[config.mk]
export PLATFORM = sky130hd
export DESIGN_NAME = regfile_multiport_flat
export DESIGN_NICKNAME = d
export VERILOG_FILES = /design/src/rtl/regfile_multiport_if.sv /design/src/rtl/regfile_multiport.sv /design/src/flat_wrapper.sv
export SDC_FILE = /design/constraint.sdc
export NUM_CORES = 1
export LEC_CHECK = 0
export ABC_AREA = 1
export BUFFER_PORTS_ARGS = -buffer_cell sky130_fd_sc_hd__buf_2
export CAP_MARGIN = 10
export CORE_MARGIN = 2
export CORE_UTILIZATION = 54
export CTS_CLUSTER_DIAMETER = 150
export DETAILED_ROUTE_END_ITERATION = 6
export HOLD_SLACK_MARGIN = 0.02
export MAX_ROUTING_LAYER = met4
export PLACE_DENSITY = 0.76
export SKIP_LAST_GASP = 1
export SYNTH_ARGS = -nofsm -noshare
export SYNTH_HDL_FRONTEND = slang
export SYNTH_SLANG_ARGS = --single-unit
[constraint.sdc]
create_clock -name clk -period 1.3 [get_ports clk]
set_input_delay 0.195 -clock clk [delete_from_list [all_inputs] [get_ports clk]]
set_output_delay 0.195 -clock clk [all_outputs]
set_load 0.01 [all_outputs]
[src/rtl/regfile_multiport_if.sv]
// Write/read bus of the multiport register file.
// The master drives the write and read addresses; the slave returns read data and write status.
interface regfile_multiport_if #(
    parameter int DATA_W = 8,
    parameter int ADDR_W = 3,
    parameter int NUM_RD = 2
) ();
  logic                     we;
  logic [ADDR_W-1:0]        waddr;
  logic [DATA_W-1:0]        wdata;
  logic [NUM_RD*ADDR_W-1:0] rd_addr;
  logic [NUM_RD*DATA_W-1:0] rd_data;
  logic                     wr_pending;

  modport master (
    output we, waddr, wdata, rd_addr,
    input  rd_data, wr_pending
  );

  modport slave (
    input  we, waddr, wdata, rd_addr,
    output rd_data, wr_pending
  );
endinterface

[src/rtl/regfile_multiport.sv]
// DEPTH x DATA_W register file with NUM_RD registered-address read ports and one
// write port that commits one cycle after it is staged, with optional forwarding.
module regfile_multiport #(
    parameter int DATA_W   = 8,
    parameter int ADDR_W   = 3,
    parameter int NUM_RD   = 2,
    parameter bit BYPASS   = 1'b1,
    parameter bit ZERO_REG = 1'b0
) (
  input logic             clk,
  input logic             reset,
  regfile_multiport_if.slave bus
);
  localparam int DEPTH = 2 ** ADDR_W;

  logic [DATA_W-1:0] mem_reg [DEPTH];
  logic              wv_reg;
  logic [ADDR_W-1:0] wa_reg;
  logic [DATA_W-1:0] wd_reg;
  logic              wv_next;

  // Writes aimed at a hard-wired zero register never enter the stage.
  assign wv_next = bus.we && !(ZERO_REG && (bus.waddr == '0));

  always_ff @(posedge clk) begin
    if (reset) begin
      for (int i = 0; i < DEPTH; i++) begin
        mem_reg[i] <= '0;
      end
      wv_reg <= 1'b0;
      wa_reg <= '0;
      wd_reg <= '0;
    end else begin
      wv_reg <= wv_next;
      wa_reg <= bus.waddr;
      wd_reg <= bus.wdata;
      if (wv_reg) begin
        mem_reg[wa_reg] <= wd_reg;
      end
    end
  end

  assign bus.wr_pending = wv_reg;

  for (genvar gi = 0; gi < NUM_RD; gi++) begin : g_rd
    logic [ADDR_W-1:0] raddr_reg;
    logic [DATA_W-1:0] rd_word;

    always_ff @(posedge clk) begin
      if (reset) begin
        raddr_reg <= '0;
      end else begin
        raddr_reg <= bus.rd_addr[gi*ADDR_W +: ADDR_W];
      end
    end

    // Lowest priority first so the zero register overrides any forwarded data.
    always_comb begin
      rd_word = mem_reg[raddr_reg];
      if (BYPASS && wv_reg && (wa_reg == raddr_reg)) begin
        rd_word = wd_reg;
      end
      if (ZERO_REG && (raddr_reg == '0)) begin
        rd_word = '0;
      end
    end

    assign bus.rd_data[gi*DATA_W +: DATA_W] = rd_word;
  end
endmodule
[src/flat_wrapper.sv]
// flat-port wrapper written by rule: the top's interface ports become plain ports
module regfile_multiport_flat 
#(
    parameter int DATA_W   = 8,
    parameter int ADDR_W   = 3,
    parameter int NUM_RD   = 2,
    parameter bit BYPASS   = 1'b1,
    parameter bit ZERO_REG = 1'b0
)
  (clk, reset, bus_we, bus_waddr, bus_wdata, bus_rd_addr, bus_rd_data, bus_wr_pending);
  regfile_multiport_if #(.DATA_W(DATA_W), .ADDR_W(ADDR_W), .NUM_RD(NUM_RD)) bus_i ();
  input logic clk;
  input logic reset;
  input wire logic [$bits(bus_i.we)-1:0] bus_we;
  input wire logic [$bits(bus_i.waddr)-1:0] bus_waddr;
  input wire logic [$bits(bus_i.wdata)-1:0] bus_wdata;
  input wire logic [$bits(bus_i.rd_addr)-1:0] bus_rd_addr;
  output wire logic [$bits(bus_i.rd_data)-1:0] bus_rd_data;
  output wire logic [$bits(bus_i.wr_pending)-1:0] bus_wr_pending;
  assign bus_i.we = bus_we;
  assign bus_i.waddr = bus_waddr;
  assign bus_i.wdata = bus_wdata;
  assign bus_i.rd_addr = bus_rd_addr;
  assign bus_rd_data = bus_i.rd_data;
  assign bus_wr_pending = bus_i.wr_pending;
  regfile_multiport #(.DATA_W(DATA_W), .ADDR_W(ADDR_W), .NUM_RD(NUM_RD), .BYPASS(BYPASS), .ZERO_REG(ZERO_REG)) u_core (.clk(clk), .reset(reset), .bus(bus_i));
endmodule
==> results by group <==
Run status
  • Status: finished, violations left
  • Failing checks: setup timing

Route
  • Final WL: around 16000 um
  • Remaining DRCs: 0
  • Per-cell routed wire length: around 19 um
  • Vias per cell: ~5.6
  • Iteration count of the initial detailed-routing pass: 6
  • Routed Antenna Nets: 0
  • Drt initial violations: 445
  • Vias: about 4600

Setup path
  • Critical path peak fanout: 18
  • R2r setup slk: -0.18 ns
  • Critical path arrival: between 1.5 and 2 ns
  • Worst Path Required: between 1 and 1.5 ns
  • Worst-case reg-to-reg path depth: 7
  • Critical path class: reg -> out
  • Reg-to-reg endpoint: u_core.mem_reg[7][0]$_SDFFCE_PN0P_
  • Critical path capture point type: output pin
  • Startpoint Class: register
  • FF-to-FF Start: u_core.bus.wr_pending$_SDFF_PP0_

Floorplanning
  • Die Y: about 96 um
  • I/O pin cnt: 37
  • Die Area: 0.00916 mm2
  • Core ar.: 0.00818 mm2
  • Rows: 33
  • Width of the die: approximately 96 um
  • Initial Util: 0.555

Cells and area
  • Ant diodes: 0
  • Area growth syn-to-layout: 31.6%
  • Fillers: 615
  • Share of layout cells above drive strength 1: 0.286
  • Final nets: just over 700
  • Finished Core Util: 0.731
  • Fin cells: 812
  • Largest register FFs: 64

Clock network
  • Htree depth: 3
  • TritonCTS clock tree: done
  • Worst-path clk slew: around 0.090 ns
  • Root buf cell: clkbuf_8
  • Later-pin clock latency in the skew report: approximately 0.36 ns
  • Inserted Clock Buffers: 9
  • # clock sinks: approximately 80
  • Bufs on Longest Clock Path: 2

Timing
  • Worst setup margin: -0.505 ns
  • Final hold vios: 0
  • Setup Skew: approximately 0.01 ns
  • Worst slew margin: 0.665
  • Final critical-path share of the clock period: 1.39
  • Tightest Pin Transition: between 0.5 and 0.6 ns
  • Fmax: between 0.5 and 0.6 GHz
  • Final TNS setup: -20.76 ns
  • Max-slew violations: 0
  • # setup viols final: between 100 and 150
  • Final hold slack: approximately 0.031 ns
  • Minimum clock period: ~1.8 ns
  • RSZ-0062 raised after global routing: yes

Synth
  • Post-Syn Area per Cell: roughly 7.4 um2
  • Synthesized area: about 0.0045 mm2
  • Synth cell types: 17
  • Synthesis-stage register bit count: 82
  • Yosys warning count: 0
  • Sequential-to-total area share from yosys stat: 0.503
  • Post-Synthesis Cells: 610
  • Syn nets: between 600 and 700

Min path
  • Hold Path Depth: 3
  • HP Class: in -> reg
  • Hold Path Origin: bus_we
  • Hold Crit Endpoint: u_core.bus.wr_pending$_SDFF_PP0_

Global routing
  • Overflow after GRT: 0
  • Vias in the first global route: between 4000 and 5000
  • Largest net degree at the start of global routing: 20
  • First-pass GRT wire length: roughly 23000 um
  • Total track usage: 0.364
  • Antenna violations before repair: 0

Placed design
  • Placed instance count: approximately 800
  • Number of port buffers: 36
  • GP Congestion: about 1.0
  • Detailed Place HPWL: 10700 um

Pwr
  • Total power: 6.42 mW
  • Worst VDD drop: between 0.7 and 0.8 mV
  • Power Dens Cells: roughly 1100 mW/mm2
  • Leak Pwr: 2.85 nW

Flow run
  • Max-cap viol count: 0
## where the power goes
group          switching (mW)  leakage, nW  internal (mW)
registers              0.0752        0.843           2.90
logic                   0.713         1.89          0.469
clock network           0.985        0.116           1.28
total                    1.77         2.85           4.64
## how the worst max path moves through the flow
stage / cells after the start / end / startpoint / slack, ns
after floorplan: 4 / u_core.mem_reg[3][0]$_SDFFCE_PN0P_ / u_core.bus.wr_pending$_SDFF_PP0_ / -0.03
after global placement: 9 / bus_rd_data[14] / u_core.wa_reg[1]$_SDFF_PP0_ / -0.15
after detailed placement: 9 / bus_rd_data[14] / u_core.wa_reg[1]$_SDFF_PP0_ / -0.17
after CTS: 9 / bus_rd_data[11] / u_core.wa_reg[2]$_SDFF_PP0_ / -0.44
after global routing: 8 / bus_rd_data[5] / u_core.g_rd[0].raddr_reg[0]$_SDFF_PP0_ / -0.57
final: 7 / bus_rd_data[7] / u_core.g_rd[0].raddr_reg[0]$_SDFF_PP0_ / -0.50
## kinds of logic after synthesis
family        after synthesis  share of synthesized area
buf+inv                   125                      0.120
flops                      82                      0.503
simple gates              403                      0.377
## final cells by class
type	instances	area [um2]	share of cell area
clock buffer	9	124	0.0207
inverter	101	422	0.0706
timing repair buffer	104	936	0.157
sequential	82	2310	0.387
clock inverter	6	115	0.0193
tap	105	131	0.0220
multi-input combinational	405	1930	0.324
## cell usage after synthesis
cell type / count / share of area
nor2_4: 2 / 0.0050
clkinv_4: 2 / 0.0039
nor2_1: 87 / 0.072
inv_2: 3 / 0.0025
inv_1: 91 / 0.075
nand2_1: 189 / 0.16
buf_4: 7 / 0.012
inv_4: 5 / 0.0069
nand2_2: 9 / 0.012
nand2_4: 2 / 0.0050
dfxtp_1: 18 / 0.079
nand3_1: 110 / 0.12
nor2_2: 4 / 0.0055
buf_2: 15 / 0.017
edfxtp_1: 64 / 0.42
clkbuf_1: 1 / 0.00083
buf_6: 1 / 0.0025
## per-layer routing
layer  up-vias  GRT usage  share of wire
met5         -          -              0
li1       2084          -              -
met4         0      0.214          0.071
met3       105     0.0862           0.11
met1      2075      0.435           0.36
met2       323      0.563           0.46
## per-stage QoR
stage / setup slack [ns] / area (um2)
after floorplan: -0.0307 / 4540
after global placement: -0.154 / 5190
after detailed placement: -0.174 / 5190
after CTS: -0.442 / 5760
after global routing: -0.567 / 5970
final: -0.505 / 5970
## critical path, cell delays in order, from the launching register on
cell,delay [ns]
dfxtp_4,0.38
buf_8,0.17
nand2_1,0.08
nand3_1,0.12
nand3_1,0.16
nand3_1,0.12
nand2_1,0.08
buf_2,0.14
## layout by cell type, fill, tap and decap left out, drive strengths merged, types with 3 or more instances in the layout
cell type,count
buf,98
bufinv,3
clkbuf,10
clkinv,3
dfxtp,18
dlygate4sd3,5
edfxtp,64
inv,100
nand2,202
nand3,110
nor2,93
## timing repair
action,CTS,global route
endpoints found under the hold margin,5,0
setup endpoints to repair,99,129
pin swaps,18,13
resized for setup,83,46
hold buffers,5,0
buffers inserted,2,5
cloned,2,1
No activity file was read; power rests on OpenSTA's default activity.
